==> src/rtl/avr_trace_pkg.sv <==
// Shared trace types for the fetch-trace capture stage and the disassembler feeding from it.
// The record is packed at the widest program-address size so callers of any PAW can share it.
package avr_trace_pkg;

  typedef struct packed {
    logic [31:0] pc;
    logic [15:0] op0;
    logic [15:0] op1;
    logic        len;
  } trace_t;

  typedef enum logic {S_FIRST, S_SECOND} fsm_t;

  // lds (1001_000d) and sts (1001_001r) carry a 16-bit address word; jmp/call carry a target word
  function automatic bit is_two_word(bit [15:0] w);
    return ((w[15:10] == 6'b100100) && (w[3:0] == 4'b0000)) ||
           ((w[15:9] == 7'b1001010) && (w[3:2] == 2'b11));
  endfunction

endpackage

==> src/rtl/avr_fetch_trace_if.sv <==
// Fetch-snoop bus from the core plus the valid/ready trace-record bus to the disassembler.
interface avr_fetch_trace_if #(parameter int PAW = 16);
  logic           fetch_vld;
  logic [PAW-1:0] fetch_adr;
  logic [15:0]    fetch_dat;
  logic           fetch_flush;
  logic           out_vld;
  logic           out_rdy;
  logic [PAW-1:0] out_pc;
  logic [15:0]    out_op0;
  logic [15:0]    out_op1;
  logic           out_len;

  modport master (
    output fetch_vld, fetch_adr, fetch_dat, fetch_flush, out_rdy,
    input  out_vld, out_pc, out_op0, out_op1, out_len
  );

  modport slave (
    input  fetch_vld, fetch_adr, fetch_dat, fetch_flush, out_rdy,
    output out_vld, out_pc, out_op0, out_op1, out_len
  );
endinterface

==> src/rtl/avr_trace_fifo.sv <==
// Synchronous fall-through FIFO: the head entry is visible on dout whenever not empty, zero otherwise.
// A push into a full FIFO is still accepted when a pop frees the head slot in the same cycle.
module avr_trace_fifo #(
  parameter int W     = 49,
  parameter int DEPTH = 8
) (
  input  logic                   clk,
  input  logic                   rst,
  input  logic                   push,
  input  logic                   pop,
  input  logic [W-1:0]           din,
  output logic [W-1:0]           dout,
  output logic                   empty,
  output logic                   push_ok,
  output logic [$clog2(DEPTH):0] count
);
  localparam int AW = $clog2(DEPTH);
  localparam int CW = AW + 1;

  logic [W-1:0]  mem_q [DEPTH];
  logic [W-1:0]  mem_d [DEPTH];
  logic [AW-1:0] wr_ptr_q, wr_ptr_d;
  logic [AW-1:0] rd_ptr_q, rd_ptr_d;
  logic [CW-1:0] count_q, count_d;
  logic          full;
  logic          do_pop;

  assign empty   = (count_q == '0);
  assign full    = (count_q == CW'(DEPTH));
  assign do_pop  = pop & ~empty;
  assign push_ok = push & (~full | do_pop);
  assign count   = count_q;
  assign dout    = empty ? '0 : mem_q[rd_ptr_q];

  always_comb begin
    mem_d    = mem_q;
    wr_ptr_d = wr_ptr_q;
    rd_ptr_d = rd_ptr_q;
    count_d  = count_q;
    if (push_ok) begin
      mem_d[wr_ptr_q] = din;
      wr_ptr_d        = wr_ptr_q + AW'(1);
    end
    if (do_pop) begin
      rd_ptr_d = rd_ptr_q + AW'(1);
    end
    case ({push_ok, do_pop})
      2'b10:   count_d = count_q + CW'(1);
      2'b01:   count_d = count_q - CW'(1);
      default: count_d = count_q;
    endcase
  end

  always_ff @(posedge clk) begin
    if (rst) begin
      wr_ptr_q <= '0;
      rd_ptr_q <= '0;
      count_q  <= '0;
    end else begin
      wr_ptr_q <= wr_ptr_d;
      rd_ptr_q <= rd_ptr_d;
      count_q  <= count_d;
    end
  end

  // Storage needs no reset; only entries between the pointers are ever observed.
  always_ff @(posedge clk) begin
    mem_q <= mem_d;
  end

endmodule

==> src/rtl/avr_fetch_trace.sv <==
// Snoops the program-fetch bus, pairs two-word AVR instructions and queues {pc, op0, op1, len} records.
// Dropped records (FIFO full) and broken two-word sequences are counted with saturating counters.
module avr_fetch_trace
  import avr_trace_pkg::*;
#(
  parameter int PAW   = 16,
  parameter int DEPTH = 8,
  parameter int CNW   = 16
) (
  input  logic                   clk,
  input  logic                   rst,
  avr_fetch_trace_if.slave       bus,
  output logic [$clog2(DEPTH):0] depth,
  output logic [CNW-1:0]         ovf_cnt,
  output logic [CNW-1:0]         err_cnt
);
  localparam int RW = PAW + 33;

  fsm_t           state_q, state_d;
  logic [PAW-1:0] pend_pc_q, pend_pc_d;
  logic [15:0]    pend_op_q, pend_op_d;
  logic [CNW-1:0] ovf_cnt_q, ovf_cnt_d;
  logic [CNW-1:0] err_cnt_q, err_cnt_d;
  logic           push, push_ok, pop, empty, err_inc, take_first;
  logic [RW-1:0]  rec, head;

  assign bus.out_vld = ~empty;
  assign pop         = bus.out_vld & bus.out_rdy;
  assign {bus.out_pc, bus.out_op0, bus.out_op1, bus.out_len} = head;
  assign ovf_cnt     = ovf_cnt_q;
  assign err_cnt     = err_cnt_q;

  avr_trace_fifo #(.W(RW), .DEPTH(DEPTH)) u_fifo (
    .clk     (clk),
    .rst     (rst),
    .push    (push),
    .pop     (pop),
    .din     (rec),
    .dout    (head),
    .empty   (empty),
    .push_ok (push_ok),
    .count   (depth)
  );

  // A flush behaves as if the FSM were already in S_FIRST when the current word is judged.
  always_comb begin
    state_d    = state_q;
    pend_pc_d  = pend_pc_q;
    pend_op_d  = pend_op_q;
    push       = 1'b0;
    rec        = '0;
    err_inc    = 1'b0;
    take_first = 1'b0;
    if (bus.fetch_flush) state_d = S_FIRST;
    if (bus.fetch_vld) begin
      take_first = 1'b1;
      if ((state_q == S_SECOND) && !bus.fetch_flush) begin
        if (bus.fetch_adr == pend_pc_q + PAW'(1)) begin
          push       = 1'b1;
          rec        = {pend_pc_q, pend_op_q, bus.fetch_dat, 1'b1};
          state_d    = S_FIRST;
          take_first = 1'b0;
        end else begin
          err_inc = 1'b1;
        end
      end
      if (take_first) begin
        if (is_two_word(bus.fetch_dat)) begin
          pend_pc_d = bus.fetch_adr;
          pend_op_d = bus.fetch_dat;
          state_d   = S_SECOND;
        end else begin
          push    = 1'b1;
          rec     = {bus.fetch_adr, bus.fetch_dat, 16'h0000, 1'b0};
          state_d = S_FIRST;
        end
      end
    end
  end

  always_comb begin
    ovf_cnt_d = ovf_cnt_q;
    err_cnt_d = err_cnt_q;
    if (push && !push_ok && (ovf_cnt_q != '1)) ovf_cnt_d = ovf_cnt_q + CNW'(1);
    if (err_inc && (err_cnt_q != '1))          err_cnt_d = err_cnt_q + CNW'(1);
  end

  always_ff @(posedge clk) begin
    if (rst) begin
      state_q   <= S_FIRST;
      pend_pc_q <= '0;
      pend_op_q <= '0;
      ovf_cnt_q <= '0;
      err_cnt_q <= '0;
    end else begin
      state_q   <= state_d;
      pend_pc_q <= pend_pc_d;
      pend_op_q <= pend_op_d;
      ovf_cnt_q <= ovf_cnt_d;
      err_cnt_q <= err_cnt_d;
    end
  end

endmodule

==> src/flat_wrapper.sv <==
// flat-port wrapper written by rule: the top's interface ports become plain ports
module avr_fetch_trace_flat import avr_trace_pkg::*;
#(
  parameter int PAW   = 16,
  parameter int DEPTH = 8,
  parameter int CNW   = 16
)
  (clk, rst, depth, ovf_cnt, err_cnt, bus_fetch_vld, bus_fetch_adr, bus_fetch_dat, bus_fetch_flush, bus_out_rdy, bus_out_vld, bus_out_pc, bus_out_op0, bus_out_op1, bus_out_len);
  avr_fetch_trace_if #(.PAW(PAW)) bus_i ();
  input  logic clk;
  input  logic rst;
  output logic [$clog2(DEPTH):0] depth;
  output logic [CNW-1:0] ovf_cnt;
  output logic [CNW-1:0] err_cnt;
  input wire logic [$bits(bus_i.fetch_vld)-1:0] bus_fetch_vld;
  input wire logic [$bits(bus_i.fetch_adr)-1:0] bus_fetch_adr;
  input wire logic [$bits(bus_i.fetch_dat)-1:0] bus_fetch_dat;
  input wire logic [$bits(bus_i.fetch_flush)-1:0] bus_fetch_flush;
  input wire logic [$bits(bus_i.out_rdy)-1:0] bus_out_rdy;
  output wire logic [$bits(bus_i.out_vld)-1:0] bus_out_vld;
  output wire logic [$bits(bus_i.out_pc)-1:0] bus_out_pc;
  output wire logic [$bits(bus_i.out_op0)-1:0] bus_out_op0;
  output wire logic [$bits(bus_i.out_op1)-1:0] bus_out_op1;
  output wire logic [$bits(bus_i.out_len)-1:0] bus_out_len;
  assign bus_i.fetch_vld = bus_fetch_vld;
  assign bus_i.fetch_adr = bus_fetch_adr;
  assign bus_i.fetch_dat = bus_fetch_dat;
  assign bus_i.fetch_flush = bus_fetch_flush;
  assign bus_i.out_rdy = bus_out_rdy;
  assign bus_out_vld = bus_i.out_vld;
  assign bus_out_pc = bus_i.out_pc;
  assign bus_out_op0 = bus_i.out_op0;
  assign bus_out_op1 = bus_i.out_op1;
  assign bus_out_len = bus_i.out_len;
  avr_fetch_trace #(.PAW(PAW), .DEPTH(DEPTH), .CNW(CNW)) u_core (.clk(clk), .rst(rst), .bus(bus_i), .depth(depth), .ovf_cnt(ovf_cnt), .err_cnt(err_cnt));
endmodule
==> config.mk <==
export PLATFORM = sky130hd
export DESIGN_NAME = avr_fetch_trace_flat
export DESIGN_NICKNAME = d
export VERILOG_FILES = /design/src/rtl/avr_trace_pkg.sv /design/src/rtl/avr_fetch_trace_if.sv /design/src/rtl/avr_trace_fifo.sv /design/src/rtl/avr_fetch_trace.sv /design/src/flat_wrapper.sv
export SDC_FILE = /design/constraint.sdc
export NUM_CORES = 1
export LEC_CHECK = 0
export CAP_MARGIN = 20
export CORE_MARGIN = 3
export CORE_UTILIZATION = 50
export DETAILED_ROUTE_END_ITERATION = 12
export HOLD_SLACK_MARGIN = 0.02
export PLACE_DENSITY = 0.69
export REMOVE_ABC_BUFFERS = 1
export SLEW_MARGIN = 20
export SYNTH_ARGS = -nofsm -noshare
export SYNTH_HDL_FRONTEND = slang
export SYNTH_SLANG_ARGS = --single-unit
==> constraint.sdc <==
create_clock -name clk -period 8 [get_ports clk]
set_input_delay 1.6 -clock clk [delete_from_list [all_inputs] [get_ports clk]]
set_output_delay 1.6 -clock clk [all_outputs]
set_load 0.02 [all_outputs]
* Word level (Yosys, flattened, before mapping) *
Index checks and enable logic that the tools add are counted.

operators by class
  $lt $le $gt $ge = 3
  reductions and logical operators = 14
  shifts and indexed selects = 0
  bitwise operators = 8
  muxes and demuxes = 29
  equality and inequality tests = 9
  $add $sub $neg = 7
  multiply operators = 0
  div/mod/pow operators = 0

operators with widths
  kind                     count
  $mux W49                 9
  $bwmux W392              1
  $bmux W49 S3             1
  $demux W49 S3            1
  $add A16 B1 Y16 const B  3
  $ne A16 B16 Y1 const B   2
  $eq A16 B16 Y1           1
  $mux W1                  16
  $ge A4 B4 Y1 const B     2
  $logic_not A4 Y1         2
  $not A3 Y4               2
  $pmux W4 S2              1
  $eq A7 B7 Y1 const B     1
  $logic_and A1 B1 Y1      7
  $add A3 B1 Y3 const B    2
  $eq A6 B6 Y1 const B     1
  $add A4 B1 Y4 const B    1
  $eq A2 B2 Y1 const B     2
  $eq A4 B4 Y1 const B     1
  $lt A4 B1 Y1 const B     1
  $sub A4 B1 Y4 const B    1
  $and A1 B1 Y1            3
  $reduce_and A3 Y1        1
  $eq A2 B1 Y1 const B     1
  5 further kinds          7

word-level totals
  latch bits = 0
  register bits = 467
  memories kept = 0
  output and inout bits = 86
  logic and storage cells = 86
  memory bits (read-only) = 0
  RAM bits = 0

* Depth between registers and ports, before layout *
Gate-level depths: netlist (run 1).

  word-level depth = 11
  mapped depth = 19
  depth with buffers taken out = 16

* Modules after synthesis *
From an unflattened synthesis (run 1), not the netlist that was laid out.

unflattened totals
  cell total of the unflattened synthesis = 1166
  area, all modules = 19396.1 µm²

by module, submodules not included
  module           cells each  times used  area an instance (µm²)  seq. area each (µm²)
  avr_trace_fifo   692         1           15433.6                 11971.5
  avr_fetch_trace  474         1           3962.6                  1301.2

* Worst setup path before layout (run 1) *
Ideal clock, no wire load.

  path type = input port to flip-flop
  start = input bus_fetch_adr[5]
  end = register u_core.u_fifo.mem_q[343] in the netlist's numbering (enable)
  data required time = 7.423 ns
  path slack = -0.319 ns
  cell stages on the path = 10
  arrival = 7.742 ns
  setup time = 0.577 ns
  path through = xor2_1 -> a221o_1 -> a21oi_1 -> a41oi_1 -> and4bb_4 -> buf_4 -> a21o_1 -> buf_2 -> nand2_1 -> nor4_1

on the way
  cells in the longest elaborated chain, start to end = 7
  elaborated cells on any way between the ends = 10

ends and longest elaborated chain
  element                     line                                          source
  start: declaration          flat_wrapper.sv:16                            input wire logic [$bits(bus_i.fetch_adr)-1:0] bus_fetch_adr;
  $eq A16 B16 Y1 (*)          avr_fetch_trace.sv:58                         if (bus.fetch_adr == pend_pc_q + PAW'(1)) begin
  $mux W1                     avr_fetch_trace.sv:58
  $mux W1                     avr_fetch_trace.sv:57                         if ((state_q == S_SECOND) && !bus.fetch_flush) begin
  $mux W1 (on tied branches)  avr_fetch_trace.sv:68, avr_fetch_trace.sv:55
  $mux W1 (*)                 avr_fetch_trace.sv:67                         if (take_first) begin
  $mux W1 (*)                 avr_fetch_trace.sv:55                         if (bus.fetch_vld) begin
  $and A1 B1 Y1 (*)           avr_trace_fifo.sv:31                          assign push_ok = push & (~full | do_pop);
  end signal: assignment      avr_trace_fifo.sv:68                          mem_q <= mem_d;
  end: declaration            avr_trace_fifo.sv:20                          logic [W-1:0] mem_q [DEPTH];

Every way passes the cells marked *; elsewhere a longest branch is shown, timed or not. The select of a mux whose other input is x is not followed.
A chain may end at the register's enable or synchronous reset.

* Worst setup path in the final report (run 1) *
  start = register u_core.u_fifo.rd_ptr_q[1]
  end = output bus_out_pc[13]

on the way
  cells in the longest elaborated chain, start to end = 5

ends and longest elaborated chain
  element                                      line                  source
  start: declaration                           avr_trace_fifo.sv:23  logic [AW-1:0] rd_ptr_q, rd_ptr_d;
  start signal: assignment                     avr_trace_fifo.sv:61  rd_ptr_q <= rd_ptr_d;
  $not A3 Y4 (implied by the code)             avr_trace_fifo.sv:33  assign dout = empty ? '0 : mem_q[rd_ptr_q];
  $bmux W49 S3                                 avr_trace_fifo.sv:33
  $mux W49 (implied by the code) (2 in a row)  avr_trace_fifo.sv:33
  $mux W49                                     avr_trace_fifo.sv:33
  end: declaration                             flat_wrapper.sv:21    output wire logic [$bits(bus_i.out_pc)-1:0] bus_out_pc;

Every way passes these cells. The select of a mux whose other input is x is not followed.

==> impl_results.md, run 1 <==
* Via/cell ratio at 5.89
* Critical path peak fanout at 68
* Yosys reg bits at 467
* Setup tns final at 0 ns
* Crit start category: flip-flop
* Max Slew Vio Count at 0
* WHS at 0.463 ns
* Wirelength, routed at 42800 um
* Starting Density at 51.3%
* Final setup violation count at 0
* Clk pin slew, worst setup/hold paths at 0.06 ns
* Final Skew at 0.0138 ns
* ANT cells at 0
* 1st-iter DRT viols at 899
* Synth-to-layout area growth at 16.8%
* Worst EP required at 6.40 ns
* Maximum vdd drop at 0.200 mV
* Fmax at 193 MHz
* Total grt overflow at 0
* IO Pins at 123
* Final-report hold violation count at 0
* Synth Area per Inst at 16.3 sq um
* Least-Margin Pin Slew at 1.12 ns
* Synth Cell Area at 19500 sq um
* Register area share after synthesis at 68.1%
* Critical path arrival at 3.58 ns
* Average wire per standard cell at 22.9 um
* Synth Instances at 1199
* Element type at the critical path end: primary output
* Critical path class: reg2out
* Clock Tree Buf Depth at 3
* Vias at 11000
* Hold buffer count at CTS at 0
* RSZ-0062 raised after global routing: false
* Layout cells sized above 1 at 16.0%
* Post-layout nets at 1365
* Area leader, netlist: edfxtp_1
* Yosys warning count at 0
* Pleak at 7.43 nW
* Async set-reset flop share out of synthesis at 0%
* Pre-CTS WS at 2.15 ns
* CTS HTree Levels at 2
* Largest net degree at the start of global routing at 77
* Relative slew slack at 25.5%
* Setup WS post-layout at 2.82 ns
* Final Cycle Share at 64.7%
* Cell Pwr Density at 267 nW/um^2
* Ranking of synthesized cells by area: edfxtp_1 60%, mux4_2 11%, dfxtp_1 7.7%
* CTS resizes at 0
* Hold Crit Class: reg2reg
* Synth top area share at 60.4%
* Root Buffer: clkbuf_16
* CTS Sinks at 467
* First-pass GRT wire length at 67400 um
* Status: complete, no violations
* Placeable Area at 38000 sq um
* CTS buffer count at 46
* Initial antenna violation count at 1
* Number of global-route vias before repair at 11400
* PortBufs at 122
* Final min period at 5.18 ns
* Tot GR Track Use at 21.1%
* Setup bufs post-CTS at 0
* # DRC at 0
* MaxCap Viol Count at 0
* DIE WIDTH at 203 um
* Die height at 203 um
* Post-DRT Antenna Nets at 0
* Post-synth EDFFs at 392
* Clock Latency Late Sink at 0.55 ns
* Top flip-flop cell by instance count after synthesis: edfxtp_1
* First-pass iteration count of the detailed router at 5
* Post-layout instance area at 22800 sq um
* Die area at 41400 sq um
* Rows at 71
* Area post-placement at 21300 sq um
* Library cells used by synthesis at 56
* CTS tree: yes
* RePlAce Congestion at 0.801
* Post-DP HPWL at 25900 um
-- metrics by stage --
stage	instances	total power, mW	util, %
after floorplan	1127	3.62	-
after global placement	1780	4.12	56.0
after detailed placement	1780	4.14	56.0
after CTS	1863	6.16	59.7
after global routing	1866	6.34	59.9
final	1866	6.09	59.9
-- state kept, by name, summed over array words and instances (netlist names) --
signal                  count
u_core.err_cnt             16
u_core.ovf_cnt             16
u_core.pend_op_q           16
u_core.pend_pc_q           16
u_core.state_q              1
u_core.u_fifo.count         4
u_core.u_fifo.mem_q       392
u_core.u_fifo.rd_ptr_q      3
u_core.u_fifo.wr_ptr_q      3
-- kinds of logic (layout without fill, tap and decap cells) --
group                      count (synthesis)  after routing  share of synthesized area, %
AOI/OAI and AO/OA                         90             90                          2.98
muxes                                    216            216                          17.4
xor gates and xnor gates                  26             26                          1.17
adders and majority gates                  8              8                         0.552
and+or+nand+nor                          312            312                          7.92
buffers and inverters                     80            236                          1.85
DFF                                      467            467                          68.1
-- critical path, stage by stage, from the launching register on --
cell,delay [ns]
dfxtp_4,1.07
buf_4,0.58
mux4_2,0.31
mux2i_1,0.07
nor2_1,0.26
clkdlybuf4s50_1,0.66
-- where the power goes --
| part | switching [mW] | internal [mW] |
|---|---|---|
| sequential | 0.0800 | 2.71 |
| clock | 0.874 | 1.15 |
| combinational | 0.688 | 0.582 |
| total | 1.64 | 4.44 |
-- synth_stat cells, types with 4 or more instances --
master / instances
xor2_1: 11
xnor2_1: 15
nor2b_1: 10
o21ai_0: 15
buf_2: 10
nor2_1: 142
dfxtp_1: 75
and3_1: 16
or4_1: 19
nand3_1: 31
ha_1: 7
nor3_1: 10
mux2i_1: 108
mux4_2: 98
nand2_1: 28
buf_6: 4
edfxtp_1: 392
or3_1: 9
buf_1: 14
inv_1: 8
and2_1: 18
a21oi_1: 34
o31ai_1: 19
mux2_2: 7
and4_1: 4
clkbuf_1: 39
buf_4: 5
nand4_1: 9
-- path summary, 6_finish.rpt --
kind | startpoint | to | slack (ns) | depth (start not counted)
worst max-delay path | u_core.u_fifo.rd_ptr_q[1]$_SDFFE_PP0P_ | bus_out_pc[13] | 2.82 | 5
worst min-delay path | u_core.pend_op_q[14]$_SDFFE_PP0P_ | u_core.pend_op_q[14]$_SDFFE_PP0P_ | 0.46 | 1
worst min register to register | u_core.pend_op_q[14]$_SDFFE_PP0P_ | u_core.pend_op_q[14]$_SDFFE_PP0P_ | 0.46 | 1
worst max register to register | u_core.pend_pc_q[0]$_SDFFE_PP0P_ | u_core.u_fifo.mem_q[126]$_DFFE_PP_ | 3.65 | 11
-- per-layer routing --
layer	GRT usage (%)	wire, um	part of all wire (%)
met1	30.4	18900	44
met2	33.1	20000	47
met5	0	0	0
met3	4.74	2980	7.0
met4	5.36	831	1.9
-- cells in the final DEF (no fill, tap or decap), types with 7 or more instances in the layout --
cell type and n:
and3_1 16, mux2_2 7, clkdlybuf4s50_1 121, edfxtp_1 392, nand2_1 28, mux4_2 98
o31ai_1 19, nand4_1 9, clkbuf_16 47, mux2i_1 108, xnor2_1 15, dfxtp_1 72
nor2b_1 10, xor2_1 11, ha_1 7, a21oi_1 34, buf_4 19, or3_1 9
clkinv_2 12, nor2_1 138, clkbuf_1 13, inv_1 8, nand3_1 30, o21ai_0 15
and2_1 18, or4_1 19
-- layout make-up --
class	instances	area (sq um)
Fill cell	2880	15300
Sequential cell	467	13300
Multi-Input combinational cell	652	5950
Timing Repair Buffer	145	1460
Clock buffer	61	1240
Tap cell	511	639
Clock inverter	22	164
Inverter	8	30.0
No activity file was read; power rests on OpenSTA's default activity.
==> run 2: changes to the inputs <==
- clock period: 8 -> 4.5 ns (I/O delays scaled with it)
==> impl_results.md, run 2 (synthesis gave the netlist of run 1 again) <==
* Status: complete, no violations
* Setup tns final at 0 ns (unchanged)
* Starting Density at 51.3% (unchanged)
* Vias at 11100 (+1.5%)
* Final min period at 3.86 ns
* CTS Sinks at 467 (unchanged)
* Area post-placement at 21600 sq um (+1.5%)
* Post-DRT Antenna Nets at 0 (unchanged)
* Largest register by flop count: u_core.u_fifo.mem_q
* Total grt overflow at 0 (unchanged)
* Commonest non-fill, non-tap cell in the layout: edfxtp_1
* WHS Path Cells at 1 (unchanged)
* Hold Crit Class: reg2reg
* Maximum vdd drop at 0.237 mV (+18%)
* ANT cells at 0 (unchanged)
* RePlAce Congestion at 0.801 (about the same)
* Placed cells at 1802 (+1.2%)
* Via/cell ratio at 5.90 (+0.18%)
* Element type at the critical path end: primary output
* Reg-to-reg slack, setup at 0.79 ns (-2.86 ns)
* Post-Layout Cell Count at 1890 (+1.3%)
* IO Pins at 123 (unchanged)
* Final Skew at 0.0178 ns (+0.00394 ns)
* CP Cell Sequence: or3_1 > nor2_4 > buf_12 > buf_4 > nor2_1 > clkdlybuf4s50_1
* Initial antenna violation count at 2 (+1)
* Clock Tree Buf Depth at 3 (unchanged)
* Setup bufs post-CTS at 0 (unchanged)
* Final Cycle Share at 85.7%
* Wirelength, routed at 44400 um (+3.8%)
* Final Power at 11.2 mW (+85%)
* CP peak stage delay at 0.56 ns (-0.51 ns)
* Max Slew Vio Count at 0 (unchanged)
* First-pass GRT wire length at 68600 um (+1.8%)
* CTS buffer count at 47 (+2.2%)
* Largest net degree at the start of global routing at 62 (-19%)
* Hold buffer count at CTS at 0 (unchanged)
* Average wire per standard cell at 23.5 um (+2.4%)
* Final-report hold violation count at 0 (unchanged)
* Tot GR Track Use at 21.7% (+0.56 points)
* 1st-iter DRT viols at 816 (-9.2%)
* RSZ-0062 raised after global routing: false
* Max reg flops at 392 (unchanged)
* Clock Latency Late Sink at 0.56 ns (about the same)
* Critical path class: reg2out
* Placeable Area at 38000 sq um (unchanged)
* Die height at 203 um (unchanged)
* Post-layout instance area at 23200 sq um (+1.8%)
* Final setup violation count at 0 (unchanged)
* Final Util at 60.9% (+1.1 points)
* Die area at 41400 sq um (unchanged)
* Commonest non-fill, non-tap cells in the layout: 392 x edfxtp_1, 138 x nor2_1, 121 x clkdlybuf4s50_1
* CTS HTree Levels at 2 (unchanged)
* Worst R2R Path Depth at 12 (+1)
* Pleak at 7.62 nW (+2.5%)
* Least-Margin Pin Slew at 0.898 ns (-0.219 ns)
* First-pass iteration count of the detailed router at 5 (unchanged)
* Clk pin slew, worst setup/hold paths at 0.06 ns (about the same)
* Critical path peak fanout at 32 (-53%)
* Post-layout nets at 1385 (+1.5%)
* Layout cells sized above 1 at 17.2% (+1.2 points)
* Synth-to-layout area growth at 18.8%
* Post-DP HPWL at 26000 um (+0.47%)
* DIE WIDTH at 203 um (unchanged)
* CTS resizes at 0 (unchanged)
* Root Buffer: clkbuf_16
* Relative slew slack at 39.8% (+14 points)
* MaxCap Viol Count at 0 (unchanged)
* # DRC at 0 (unchanged)
* Number of global-route vias before repair at 11500 (+0.99%)
* Crit start category: flip-flop
* Fmax at 259 MHz
* PortBufs at 122 (unchanged)
* Critical-path top delay cell: clkdlybuf4s50_1
* Rows at 71 (unchanged)
* Cell Pwr Density at 486 nW/um^2 (+82%)
* Critical path arrival at 2.96 ns (-0.62 ns)
* Worst EP required at 3.60 ns (-2.80 ns)
* CTS tree: yes
## run 2: cell count changes in the layout (fill, tap and decap cells not counted), sizes merged
cell      previous run  this run
buf                 24        43
bufinv               2         4
clkbuf              61        69
clkinv              16        12
clkinvlp             3         1
inv                  9        10
## run 2: path summary, 6_finish.rpt
path / startpoint / end
worst min register to register: u_core.pend_op_q[14]$_SDFFE_PP0P_ / u_core.pend_op_q[14]$_SDFFE_PP0P_
worst max-delay path: u_core.u_fifo.count[0]$_SDFFE_PP0P_ / bus_out_op0[10]
worst min-delay path: u_core.pend_op_q[14]$_SDFFE_PP0P_ / u_core.pend_op_q[14]$_SDFFE_PP0P_
worst max register to register: u_core.pend_pc_q[1]$_SDFFE_PP0P_ / u_core.u_fifo.mem_q[108]$_DFFE_PP_
## run 2: worst max-delay path: cells and delay by family (launching register included)
family	cells	cell delay, ns
buffers and inverters	3	1.06
and+or+nand+nor	3	0.96
DFF	1	0.36
## run 2: layout make-up
| class | instances | area, sq um |
|---|---|---|
| clock buffer | 69 | 1350 |
| clock inverter | 19 | 219 |
| fill | 2848 | 14900 |
| inverter | 8 | 30.0 |
| multi-input combinational | 652 | 5950 |
| sequential | 467 | 13300 |
| tap | 511 | 639 |
| timing repair buffer | 164 | 1690 |
## run 2: where the power goes
| group | internal [mW] | total, mW | switching [mW] | leakage [nW] |
|---|---|---|---|---|
| Combinational | 1.09 | 2.40 | 1.31 | 2.61 |
| Clock | 2.33 | 3.93 | 1.61 | 0.763 |
| Sequential | 4.81 | 4.92 | 0.103 | 4.25 |
| Total | 8.23 | 11.2 | 3.02 | 7.62 |
## run 2: metrics by stage
stage / hold WS, ns / setup WS [ns]
after floorplan: 0.429 / -3.05
after global placement: 0.442 / 0.241
after detailed placement: 0.447 / 0.200
after CTS: 0.468 / 0.564
after global routing: 0.483 / 0.448
final: 0.475 / 0.645
## run 2: routing by layer
metal	wire (um)	up-vias	global-route usage, %	part of all wire [%]
met1	19000	5737	30.1	43
met3	2790	61	4.52	6.3
li1	-	5005	-	-
met5	26	-	0	0.059
met2	21900	341	35.9	49
met4	663	4	4.62	1.5
==> run 3: changes to the inputs <==
- SLEW_MARGIN: 20 -> 15
==> results of run 3 <==
Same layout as run 2: the final DEF is identical, and so are final timing and power.
